## src/rtl/cfg_sequencer.sv

```systemverilog
`default_nettype none
// ============================================================================
//  Module   : cfg_sequencer
//  Purpose  : Stores a small table of router configuration entries and, once
//             started, replays entries 0..ii-1 cyclically for a programmed
//             number of iterations (or until stopped).
//  Revision : 1.0  initial release
// ----------------------------------------------------------------------------
//  Ports
//    clk              : sole clock, rising edge
//    reset            : asynchronous, active-low reset
//    i__cfg_wr_en     : configuration write strobe
//    i__cfg_wr_addr   : entry index to write
//    i__cfg_wr_data   : entry {regWEN[3:0], regbypass[3:0], xbar_sel}
//    i__start         : start-execution request (honoured in IDLE only)
//    i__stop          : abort request (wins over i__start)
//    i__ii            : initiation interval = number of active entries
//    i__iter_count    : iterations to run, 0 = run until stopped
//    o__sram_xbar_sel : per-output one-hot input select to the router
//    o__regbypass     : router register bypass per direction
//    o__regWEN        : router register write enable per direction
//    o__pc            : index of the entry currently driven
//    o__busy          : high while replaying entries
//    o__done          : one-cycle pulse after the final iteration
//    o__wr_err        : one-cycle pulse for a rejected write
//    o__sel_err       : sticky, a stored entry has a non-one-hot select row
// ============================================================================
module cfg_sequencer #(
   parameter int CFG_DEPTH        = 16,
   parameter int NUM_INPUT_PORTS  = 6,
   parameter int NUM_OUTPUT_PORTS = 7
) (
   input  logic                                        clk,
   input  logic                                        reset,
   input  logic                                        i__cfg_wr_en,
   input  logic [$clog2(CFG_DEPTH):0]                  i__cfg_wr_addr,
   input  logic [49:0]                                 i__cfg_wr_data,
   input  logic                                        i__start,
   input  logic                                        i__stop,
   input  logic [$clog2(CFG_DEPTH):0]                  i__ii,
   input  logic [15:0]                                 i__iter_count,
   output logic [NUM_INPUT_PORTS*NUM_OUTPUT_PORTS-1:0] o__sram_xbar_sel,
   output logic [3:0]                                  o__regbypass,
   output logic [3:0]                                  o__regWEN,
   output logic [$clog2(CFG_DEPTH)-1:0]                o__pc,
   output logic                                        o__busy,
   output logic                                        o__done,
   output logic                                        o__wr_err,
   output logic                                        o__sel_err
);

   localparam int c_aw    = $clog2(CFG_DEPTH) + 1;
   localparam int c_pw    = $clog2(CFG_DEPTH);
   localparam int c_sel_w = NUM_INPUT_PORTS * NUM_OUTPUT_PORTS;
   localparam logic [c_aw-1:0] c_depth = c_aw'(CFG_DEPTH);

   typedef enum logic [1:0] {
      S_IDLE = 2'd0,
      S_RUN  = 2'd1,
      S_DONE = 2'd2
   } state_t;

   state_t                  r_state;
   logic [49:0]             r_cfg_mem [CFG_DEPTH];
   logic [c_pw-1:0]         r_pc;
   logic [c_aw-1:0]         r_ii;
   logic [15:0]             r_iter_target;
   logic [15:0]             r_iter_cnt;
   logic [c_sel_w-1:0]      r_xbar_sel;
   logic [3:0]              r_regbypass;
   logic [3:0]              r_regwen;
   logic                    r_busy;
   logic                    r_done;
   logic                    r_wr_err;
   logic                    r_sel_err;

   logic                    w_wr_ok;
   logic                    w_wr_bad;
   logic [c_pw-1:0]         w_wr_idx;
   logic [NUM_OUTPUT_PORTS-1:0] w_row_multi;
   logic                    w_sel_bad;
   logic [c_aw-1:0]         w_ii_clamped;
   logic                    w_start_ok;
   logic                    w_wrap;
   logic [15:0]             w_iter_next;
   logic                    w_last;
   logic [c_pw-1:0]         w_next_pc;
   logic [c_pw-1:0]         w_fetch_idx;
   logic [49:0]             w_fetch;

   // Writes are accepted whenever the table is not being replayed.
   assign w_wr_ok  = i__cfg_wr_en && (r_state != S_RUN) && (i__cfg_wr_addr < c_depth);
   assign w_wr_bad = i__cfg_wr_en && !w_wr_ok;
   assign w_wr_idx = i__cfg_wr_addr[c_pw-1:0];

   // A select row is malformed when more than one bit is set: x & (x-1)
   // clears the lowest set bit, so anything left over means a second bit.
   for (genvar j = 0; j < NUM_OUTPUT_PORTS; j++) begin : g_row
      logic [NUM_INPUT_PORTS-1:0] w_row;
      assign w_row          = i__cfg_wr_data[j*NUM_INPUT_PORTS +: NUM_INPUT_PORTS];
      assign w_row_multi[j] = |(w_row & (w_row - NUM_INPUT_PORTS'(1)));
   end
   assign w_sel_bad = w_wr_ok && (|w_row_multi);

   always_comb begin
      w_ii_clamped = i__ii;
      if (i__ii == '0)
         w_ii_clamped = c_aw'(1);
      else if (i__ii > c_depth)
         w_ii_clamped = c_depth;
   end

   assign w_start_ok  = (r_state == S_IDLE) && i__start && !i__stop;
   assign w_wrap      = ({1'b0, r_pc} == (r_ii - c_aw'(1)));
   assign w_iter_next = r_iter_cnt + 16'd1;
   assign w_last      = w_wrap && (r_iter_target != 16'd0) && (w_iter_next == r_iter_target);
   assign w_next_pc   = w_wrap ? '0 : (r_pc + c_pw'(1));

   // The entry for the *next* pc is fetched combinationally and registered
   // together with o__pc, so the outputs carry no extra latency. A write
   // landing on the fetched index in the same cycle is forwarded so a
   // start issued alongside a write to entry 0 sees the new data.
   assign w_fetch_idx = w_start_ok ? '0 : w_next_pc;
   assign w_fetch     = (w_wr_ok && (w_wr_idx == w_fetch_idx)) ? i__cfg_wr_data
                                                               : r_cfg_mem[w_fetch_idx];

   // Configuration storage is intentionally not reset.
   always_ff @(posedge clk) begin
      if (w_wr_ok)
         r_cfg_mem[w_wr_idx] <= i__cfg_wr_data;
   end

   always_ff @(posedge clk or negedge reset) begin
      if (!reset) begin
         r_state       <= S_IDLE;
         r_pc          <= '0;
         r_ii          <= c_aw'(1);
         r_iter_target <= '0;
         r_iter_cnt    <= '0;
         r_xbar_sel    <= '0;
         r_regbypass   <= '0;
         r_regwen      <= '0;
         r_busy        <= 1'b0;
         r_done        <= 1'b0;
         r_wr_err      <= 1'b0;
         r_sel_err     <= 1'b0;
      end else begin
         r_done   <= 1'b0;
         r_wr_err <= w_wr_bad;

         // A malformed write in the same cycle as a start still flags.
         if (w_sel_bad)
            r_sel_err <= 1'b1;
         else if (w_start_ok)
            r_sel_err <= 1'b0;

         case (r_state)
            S_IDLE: begin
               if (w_start_ok) begin
                  r_state       <= S_RUN;
                  r_ii          <= w_ii_clamped;
                  r_iter_target <= i__iter_count;
                  r_iter_cnt    <= '0;
                  r_pc          <= '0;
                  r_xbar_sel    <= w_fetch[c_sel_w-1:0];
                  r_regbypass   <= w_fetch[c_sel_w+3:c_sel_w];
                  r_regwen      <= w_fetch[c_sel_w+7:c_sel_w+4];
                  r_busy        <= 1'b1;
               end
            end

            S_RUN: begin
               if (i__stop || w_last) begin
                  r_state     <= i__stop ? S_IDLE : S_DONE;
                  r_done      <= !i__stop;
                  r_pc        <= '0;
                  r_xbar_sel  <= '0;
                  r_regbypass <= '0;
                  r_regwen    <= '0;
                  r_busy      <= 1'b0;
                  if (!i__stop)
                     r_iter_cnt <= w_iter_next;
               end else begin
                  r_pc        <= w_next_pc;
                  r_xbar_sel  <= w_fetch[c_sel_w-1:0];
                  r_regbypass <= w_fetch[c_sel_w+3:c_sel_w];
                  r_regwen    <= w_fetch[c_sel_w+7:c_sel_w+4];
                  // Free-running count wraps silently when no target is set.
                  if (w_wrap)
                     r_iter_cnt <= w_iter_next;
               end
            end

            S_DONE: begin
               r_state <= S_IDLE;
            end

            default: begin
               r_state     <= S_IDLE;
               r_pc        <= '0;
               r_xbar_sel  <= '0;
               r_regbypass <= '0;
               r_regwen    <= '0;
               r_busy      <= 1'b0;
            end
         endcase
      end
   end

   assign o__sram_xbar_sel = r_xbar_sel;
   assign o__regbypass     = r_regbypass;
   assign o__regWEN        = r_regwen;
   assign o__pc            = r_pc;
   assign o__busy          = r_busy;
   assign o__done          = r_done;
   assign o__wr_err        = r_wr_err;
   assign o__sel_err       = r_sel_err;

endmodule
`default_nettype wire

```

## config.mk

```make
export PLATFORM = sky130hd
export DESIGN_NAME = cfg_sequencer
export DESIGN_NICKNAME = d
export VERILOG_FILES = /design/src/rtl/cfg_sequencer.sv
export SDC_FILE = /design/constraint.sdc
export NUM_CORES = 1
export LEC_CHECK = 0
export BUFFER_PORTS_ARGS = -buffer_cell sky130_fd_sc_hd__buf_2
export CAP_MARGIN = 10
export CELL_PAD_IN_SITES_DETAIL_PLACEMENT = 0
export CELL_PAD_IN_SITES_GLOBAL_PLACEMENT = 1
export CORE_UTILIZATION = 30
export CTS_BUF_LIST = sky130_fd_sc_hd__clkbuf_4
export CTS_CLUSTER_DIAMETER = 200
export DETAILED_ROUTE_END_ITERATION = 8
export GPL_ROUTABILITY_DRIVEN = 0
export GPL_TIMING_DRIVEN = 0
export PLACE_DENSITY = 0.61
export SETUP_SLACK_MARGIN = 0.4
export SYNTH_ARGS = -nofsm -noshare
export SYNTH_HDL_FRONTEND = slang
export SYNTH_SLANG_ARGS = --single-unit
```

## constraint.sdc

```tcl
create_clock -name clk -period 8.5 [get_ports clk]
set_input_delay 1.275 -clock clk [delete_from_list [all_inputs] [get_ports clk]]
set_output_delay 1.275 -clock clk [all_outputs]
set_load 0.03 [all_outputs]
```

==> key figures, run 1 <==
Finish
  – Multi-input logic area: between 9000 and 10000 µm²
  – Layout area overhead: 18.3%
  – Register area: approximately 26000 µm²
  – Post-layout util: about 36%
  – Final nets: 3043
  – Ratio of cells with drive above 1 in the final layout: 22.3%
  – Number of filler cells placed in the layout: approximately 12000

Timing
  – Final hold vios: 0
  – Worst slew pin tran: between 1000 and 1500 ps
  – Final Skew: just under 80 ps
  – Highest Clock Rate: between 200 and 250 MHz
  – Unrepaired setup endpoints after global routing: false
  – Slew Limit Fails: 0
  – Normalized max-slew margin: between 10 and 15%
  – Fin crit period: between 4000 and 5000 ps
  – Setup TNS: 0 ps
  – Final setup viols: 0
  – Final Cycle Share: between 50 and 60%

Flow run
  – Total of max-cap violations: 0

Clock tree
  – Post-CTS Hold Fix Bufs: 1
  – Post-CTS setup buffers: 0
  – Worst-case clock buffer depth: 3
  – CTS H-tree depth: 4
  – Clk pin slew, worst setup/hold paths: 70 ps
  – Clock Latency Late Sink: around 1200 ps
  – Root Buffer: clkbuf_4
  – TritonCTS Sinks: approximately 900
  – CTS tree: done
  – CTS Buf Count: 230
  – Post-CTS resize count: 0

Synth
  – Asr flop ratio synth: between 10 and 15%
  – Synth Area per Inst: around 14 µm²
  – Syn_nets: around 2600
  – Seq/Total Area, Yosys: 71.9%
  – Netlist cell types: 65
  – Syn Inst Count: roughly 2500
  – Netlist Area Pre-Place: between 30000 and 40000 µm²
  – EDFF count, synth: 800
  – Synth Warn #: 0
  – Post-synth top flop: edfxtp_1
  – Yosys reg bits: ~900

Routing
  – Initial DRC Count: between 2000 and 2500
  – Antenna-violating nets left: 0
  – WL final: roughly 110000 µm
  – Vias: around 25000
  – DR WL/cell: 23.8 µm
  – # DRC: 0
  – Vias/cell: 5.14
  – Pre-Repair DR Iteration Count: 5

Power and ir drop
  – Leak pwr: 14.1 nW
  – Maximum vdd ir drop: around 0.19 mV
  – Power Density: roughly 260 nW/µm²
  – Power, Total: around 0.011 W

Floorplan
  – I/O pins: 139
  – Core region area: between 100000 and 150000 µm²
  – FP Rows: between 100 and 150
  – Die Area: approximately 120000 µm²
  – Height of the die: roughly 350 µm
  – Die X: between 300 and 400 µm
  – Initial Util: ~30%

Outcome
  – Status: complete, no violations

Global routing
  – Largest net degree at the start of global routing: 66
  – GRT overflow: 0
  – First-pass GRT wire length: approximately 170000 µm
  – Total track usage: between 10% and 20%
  – Vias in the first global route: roughly 24000
  – Initial antenna violation count: 11

Setup path
  – Critical setup path kind: reg -> reg
  – Worst Setup End Kind: register
  – WP data arrival: between 5000 and 6000 ps
  – CP Data Required Time: 9530 ps
  – R2R Path Start: r_ii[0]
  – CP Launch Point: r_ii[0]
  – Maximum fanout along the worst path: 10
  – Setup crit start kind: register

Place
  – Port-buffer cells: approximately 140
  – Detailed Place HPWL: ~80000 µm

Hold path
  – Hold Startpoint: i__iter_count[9]
  – Hold Crit Class: in -> reg
## power by group
part           switching [W]  leakage (nW)  total, W  internal, W
logic                0.00178          3.90   0.00258     0.000803
clock network        0.00179          1.81   0.00379      0.00200
registers           0.000129          8.44   0.00507      0.00494
total                0.00369          14.1    0.0114      0.00775
## critical path, cell delays in order, from the launching register on
cell and delay, ps:
dfstp_2 550, inv_1 60, ha_1 240, o21ba_1 190, a221oi_2 320, o211ai_1 530, nand3_1 380, clkbuf_1 900
clkbuf_1 620, o22ai_1 240, nand3_1 150, o2111ai_1 210, a2bb2oi_1 230
## through the flow
stage	cells	setup WS, ps	instance area [µm²]	hold slack (ps)
after floorplan	2541	2740	36800	464
after global placement	4302	-763	39500	471
after detailed placement	4351	3260	40500	476
after CTS	4764	3830	43500	202
after global routing	4767	3640	43500	271
final	4769	3800	43500	330
## final cells by class
| type | count | area share (%) |
|---|---|---|
| Inverter | 5 | 0.0431 |
| Sequential cell | 897 | 60.8 |
| Tap cell | 1625 | 4.67 |
| Buffer | 187 | 1.76 |
| Antenna cell | 5 | 0.0287 |
| Timing Repair Buffer | 186 | 3.53 |
| Multi-Input combinational cell | 1452 | 22.2 |
| Clock inverter | 55 | 0.819 |
| Clock buffer | 357 | 6.16 |
## registers in the layout, indices dropped and copies added, names as in the netlist
| register | flops |
|---|---|
| r_cfg_mem | 800 |
| o__sram_xbar_sel | 42 |
| r_iter_cnt | 16 |
| r_iter_target | 16 |
| r_ii | 5 |
| o__pc | 4 |
| o__regWEN | 4 |
| o__regbypass | 4 |
| r_state | 2 |
| o__busy | 1 |
| o__done | 1 |
| o__sel_err | 1 |
| o__wr_err | 1 |
## cell families (layout without fill, tap and decap cells)
group	count (synthesis)	count (layout)	synth area share, %
other	0	5	0
buffers and inverters	192	790	2.14
AO/OA/AOI/OAI	739	739	13.0
multiplexers	202	202	5.84
AND/OR/NAND/NOR	478	478	6.28
adder cells (fa/ha/maj)	4	4	0.129
XOR/XNOR	29	29	0.690
flip-flops	897	897	71.9
## synthesized netlist by cell type (15+ instances only)
library cell    n  area (µm²)
nand2_1        88         330
a32o_1         50         500
clkbuf_1      160         601
a21oi_1       107         536
dfrtp_1        96        2400
o2111ai_1      51         447
mux2_2        100        1130
nand3_1        15        75.1
xnor2_1        16         140
o21ai_0       229        1150
a211oi_1       52         390
nor2_1        142         533
nor3_1        121         606
nand2b_1       49         307
edfxtp_1      800       24000
o211ai_1      101         758
o22ai_1       105         657
mux2i_1       102        1020
## final timing paths
kind,cells after the start,end,slack [ps]
max in group asynchronous,3,o__sram_xbar_sel[37],7100
min in group asynchronous,2,r_iter_target[9],620
hold reg to reg,1,o__regWEN[0],480
setup reg to reg,12,o__sram_xbar_sel[0],3800
setup / recovery,12,o__sram_xbar_sel[0],3800
hold / removal,3,r_iter_target[9],330
## cell usage in the layout, fill, tap and decap left out, types with 5 or more instances in the layout
cell type and count:
nor4_1 9, a211oi_1 52, nand3b_1 7, nor2_1 128, edfxtp_1 800, buf_12 20
buf_16 6, diode_2 5, o22ai_1 105, nand2b_1 49, xor2_1 13, clkbuf_1 160
nor3_1 117, and2_1 5, nor2_4 12, clkinv_1 40, inv_1 5, dfrtp_1 96
o21ai_0 229, xnor2_1 16, buf_8 6, o2111ai_1 51, mux2i_1 102, nand3_1 15
o211ai_1 101, nand2_1 88, clkbuf_4 357, o21ai_1 10, buf_2 140, a21oi_1 107
nor2b_1 5, buf_1 13, mux2_2 100, buf_6 23, nand4_1 11, o31ai_1 7
a32o_1 50, nor3_2 5
## layer usage
layer / share of wire [%] / GRT usage, %
met1: 44 / 24.1
met2: 47 / 28.4
met3: 6.5 / 4.25
met4: 2.6 / 6.57
met5: 0.024 / 0
Note: power is estimated with default switching activity, not from simulation.
==> inputs of run 2 (changes only) <==
--- a/config.mk
+++ b/config.mk
@@ -5,6 +5,7 @@
 export SDC_FILE = /design/constraint.sdc
 export NUM_CORES = 1
 export LEC_CHECK = 0
+export ABC_AREA = 1
 export BUFFER_PORTS_ARGS = -buffer_cell sky130_fd_sc_hd__buf_2
 export CAP_MARGIN = 10
 export CELL_PAD_IN_SITES_DETAIL_PLACEMENT = 0
@@ -15,7 +16,7 @@
 export DETAILED_ROUTE_END_ITERATION = 8
 export GPL_ROUTABILITY_DRIVEN = 0
 export GPL_TIMING_DRIVEN = 0
-export PLACE_DENSITY = 0.61
+export PLACE_DENSITY = 0.64
 export SETUP_SLACK_MARGIN = 0.4
 export SYNTH_ARGS = -nofsm -noshare
 export SYNTH_HDL_FRONTEND = slang
==> constraint.sdc (replaced) <==
create_clock -name clk -period 4.2 [get_ports clk]
set_input_delay 0.63 -clock clk [delete_from_list [all_inputs] [get_ports clk]]
set_output_delay 0.63 -clock clk [all_outputs]
set_load 0.03 [all_outputs]
==> run 2 against run 1 <==
Net effect: synthesized cell count grew 40%; sequential power grew 99%; wire length grew 17%; critical path depth is the same; cell area grew 6.7%; clock-buffer cell count shrank 2; critical path type unchanged; largest cell class unchanged; highest routed layer is now met4.
==> key figures, run 2 <==
Synth
  – Netlist Area Pre-Place: 38800 µm² (+5.6%)
  – Syn Inst Count: 3556 (+40%)
  – Yosys reg bits: 897 (unchanged)
  – Asr flop ratio synth: 10.8% (unchanged)
  – Post-synth top flop: edfxtp_1
  – Synth top cells by count: 936 x nand2_1, 848 x nand3_1, 800 x edfxtp_1, 263 x nand4_1, 166 x inv_1
  – Yosys top cell area share: 61.8% (-3.5 points)
  – Syn_nets: 3640 (+39%)
  – EDFF count, synth: 800 (unchanged)
  – Count leader, synth: nand2_1
  – Synth Area per Inst: 10.9 µm² (-25%)
  – Area leader, netlist: edfxtp_1
  – Seq/Total Area, Yosys: 68.1% (-3.8 points)
  – Synth Warn #: 0 (unchanged)
  – Largest cells by area after synthesis: edfxtp_1 62%, nand3_1 11%, nand2_1 9.0%
  – Netlist cell types: 42 (-35%)

Finish
  – Ratio of cells with drive above 1 in the final layout: 17.8% (-4.5 points)
  – Cell area after layout: 46500 µm² (+6.7%)
  – Commonest non-fill, non-tap cell in the layout: nand2_1
  – Highest-count cells in the layout ignoring fill and taps: 935 x nand2_1, 847 x nand3_1, 800 x edfxtp_1
  – Largest register FFs: 800 (unchanged)
  – Final nets: 4125 (+36%)
  – Most flops, register: r_cfg_mem
  – Layout area overhead: 19.6%

Timing
  – Slew Limit Fails: 0 (unchanged)
  – Worst slew pin tran: 1170 ps (-133 ps)
  – Unrepaired setup endpoints after global routing: true
  – Final Skew: 56.0 ps (-22.1 ps)
  – Final hold vios: 0 (unchanged)
  – Normalized max-slew margin: 22.2% (+9.2 points)
  – Final setup viols: 0 (unchanged)
  – Highest Clock Rate: 270 MHz (+27%)
  – Hold_ws: 217 ps (-113 ps)
  – Fin crit period: 3700 ps (-1000 ps)
  – Final Cycle Share: 88.1% (+33 points)

Setup path
  – Register-to-register setup slack: 500 ps (-3300 ps)
  – Cell breakdown of the critical path: inv_2 -> buf_2 -> clkbuf_1 -> clkbuf_1 -> nand4_1 -> nand3_1 -> nand3_1 -> nand3_1 -> nand2_1 -> nand2_1 -> nand2_1 -> nand2_1
  – R2R Path Start: o__pc[0]
  – Slowest cell on crit path: clkbuf_1
  – Maximum fanout along the worst path: 10 (unchanged)
  – CP Launch Point: o__pc[0]
  – Setup crit start kind: register
  – Path depth of the worst reg2reg path: 12 (unchanged)
  – CP Data Required Time: 5260 ps (-4270 ps)
  – Critical setup path kind: reg -> reg
  – Worst Setup End Kind: register
  – WP buf/inv: 4 (+1)
  – Worst path top cell family by delay: buffers and inverters
  – R2r endpoint: o__regWEN[3]
  – WP data arrival: 4760 ps (-970 ps)
  – Most frequent CP cell: nand2_1
  – Max incr delay on CP: 810 ps (-90 ps)

Place
  – Port-buffer cells: 138 (+1.5%)
  – Detailed Place HPWL: 91200 µm (+16%)
  – Post-DP Area: 42400 µm² (+4.8%)

Routing
  – Vias: 30000 (+22%)
  – DR WL/cell: 22.3 µm (-6.5%)
  – Initial DRC Count: 3008 (+38%)
  – # DRC: 0 (unchanged)
  – Vias/cell: 5.03 (-2.2%)
  – Antenna-violating nets left: 0 (unchanged)
  – Pre-Repair DR Iteration Count: 8 (+3)
  – WL final: 133000 µm (+17%)

Clock tree
  – Worst-case clock buffer depth: 3 (unchanged)
  – CTS tree: done
  – CTS H-tree depth: 4 (unchanged)
  – TritonCTS Sinks: 897 (unchanged)
  – CTS Buf Count: 228 (-0.87%)
  – Root Buffer: clkbuf_4
  – Clock Latency Late Sink: 1170 ps (about the same)
  – Clk pin slew, worst setup/hold paths: 70 ps (about the same)

Floorplan
  – Height of the die: 362 µm (+2.7%)
  – FP Rows: 131 (+2.3%)
  – I/O pins: 139 (unchanged)
  – Die X: 362 µm (+2.7%)
  – Die Area: 131000 µm² (+5.6%)
  – Initial Util: 30.3% (+0.12 points)
  – Core region area: 128000 µm² (+5.2%)

Flow run
  – Total of max-cap violations: 0 (unchanged)

Power and ir drop
  – Power Density: 484 nW/µm² (+84%)
  – Leak pwr: 18.0 nW (+27%)
  – Maximum vdd ir drop: 0.287 mV (+55%)

Hold path
  – Hold path cells: 4 (+1)
  – Hold Crit Class: in -> reg
  – Hold Startpoint: i__iter_count[3]
  – Hold Crit Endpoint: r_iter_target[3]

Global routing
  – First-pass GRT wire length: 193000 µm (+17%)
  – Vias in the first global route: 29100 (+19%)
  – Initial antenna violation count: 6 (-5)
  – GRT overflow: 0 (unchanged)
  – Total track usage: 20.1% (+2.0 points)
  – Largest net degree at the start of global routing: 66 (unchanged)

Outcome
  – Status: complete, no violations
run 2: changes by cell type after synthesis, sizes merged, moves of 74 or more:
cell    before  now
nand2       88  941
nand4       11  263
a21oi      107   10
inv          5  173
o21ai      239   37
mux2       100    0
buf         27  170
o22ai      105   22
clkbuf     160   86
o211ai     101    2
nor3       122    5
nand3       16  852
mux2i      102    0
run 2: per-stage QoR:
| stage | setup WS [ps] | TNS, ps | util, % | total power [W] | instances |
|---|---|---|---|---|---|
| finish | 500 | 0 | 36.3 | 0.0225 | 5962 |
| CTS | 438 | 0 | 36.2 | 0.0226 | 5946 |
| global route | 381 | 0 | 36.3 | 0.0235 | 5962 |
| detailed placement | -112 | -2310 | 33.1 | 0.0146 | 5451 |
| floorplan | 264 | 0 | - | 0.0129 | 3556 |
| global placement | -2510 | -1806670 | 32.6 | 0.0146 | 5423 |
run 2: cells by family (layout without fill, tap and decap cells):
group	after synthesis	count (layout)	share of synthesized area, %
other	0	10	0
adders and majority gates	3	3	0.0966
DFF	897	897	68.1
xor gates and xnor gates	9	9	0.238
buffers and inverters	430	1097	5.03
AOI/OAI and AO/OA	78	78	1.14
and+or+nand+nor	2139	2139	25.4
run 2: report_power, final:
part           total [W]  internal, W  leakage [nW]  switching [W]
clock            0.00790      0.00419          1.82        0.00371
combinational    0.00446      0.00125          7.73        0.00322
sequential        0.0101      0.00997          8.45       0.000141
total             0.0225       0.0154          18.0        0.00707
run 2: tightest hold or removal path: cells and delay by family:
family | cells | cell delay [ps]
buf+inv | 2 | 620
compound gates | 1 | 60
simple gates | 1 | 50
run 2: layer usage:
metal | track usage (%) | wire length (µm) | vias up
met1 | 28.2 | 59800 | 14700
met5 | 0 | 0 | -
met3 | 4.41 | 10300 | 216
met2 | 30.3 | 58800 | 1225
met4 | 7.25 | 3820 | 0
li1 | - | - | 13900
run 2: repair_timing:
action | in CTS | in global routing
setup endpoints to repair | 50 | 41
pin swaps | 0 | 1
gates resized for setup | 8 | 24
hold buffers | 83 | 0
endpoints found under the hold margin | 927 | 0
buffers inserted | 0 | 6
run 2: cell type report:
type | count | area, µm²
diodes | 10 | 25.0
plain buffers | 256 | 1340
clock buffers | 355 | 2670
clock inverters | 57 | 398
fillers | 12800 | 81600
inverters | 174 | 657
multi-input cells | 2229 | 10600
flip-flops and latches | 897 | 26500
well taps | 1729 | 2160
repair buffers | 255 | 2170
run 2: how the worst max path moves through the flow:
stage	slack [ps]	endpoint	cells after the start
6_report	500	o__regWEN[3]	12
5_1_grt	380	o__regWEN[0]	18
4_1_cts	440	o__sram_xbar_sel[34]	9
3_5_place_dp	-110	o__sram_xbar_sel[14]	10
3_3_place_gp	-2510	r_cfg_mem[15][27]	5
2_1_floorplan	260	r_cfg_mem[0][0]	4
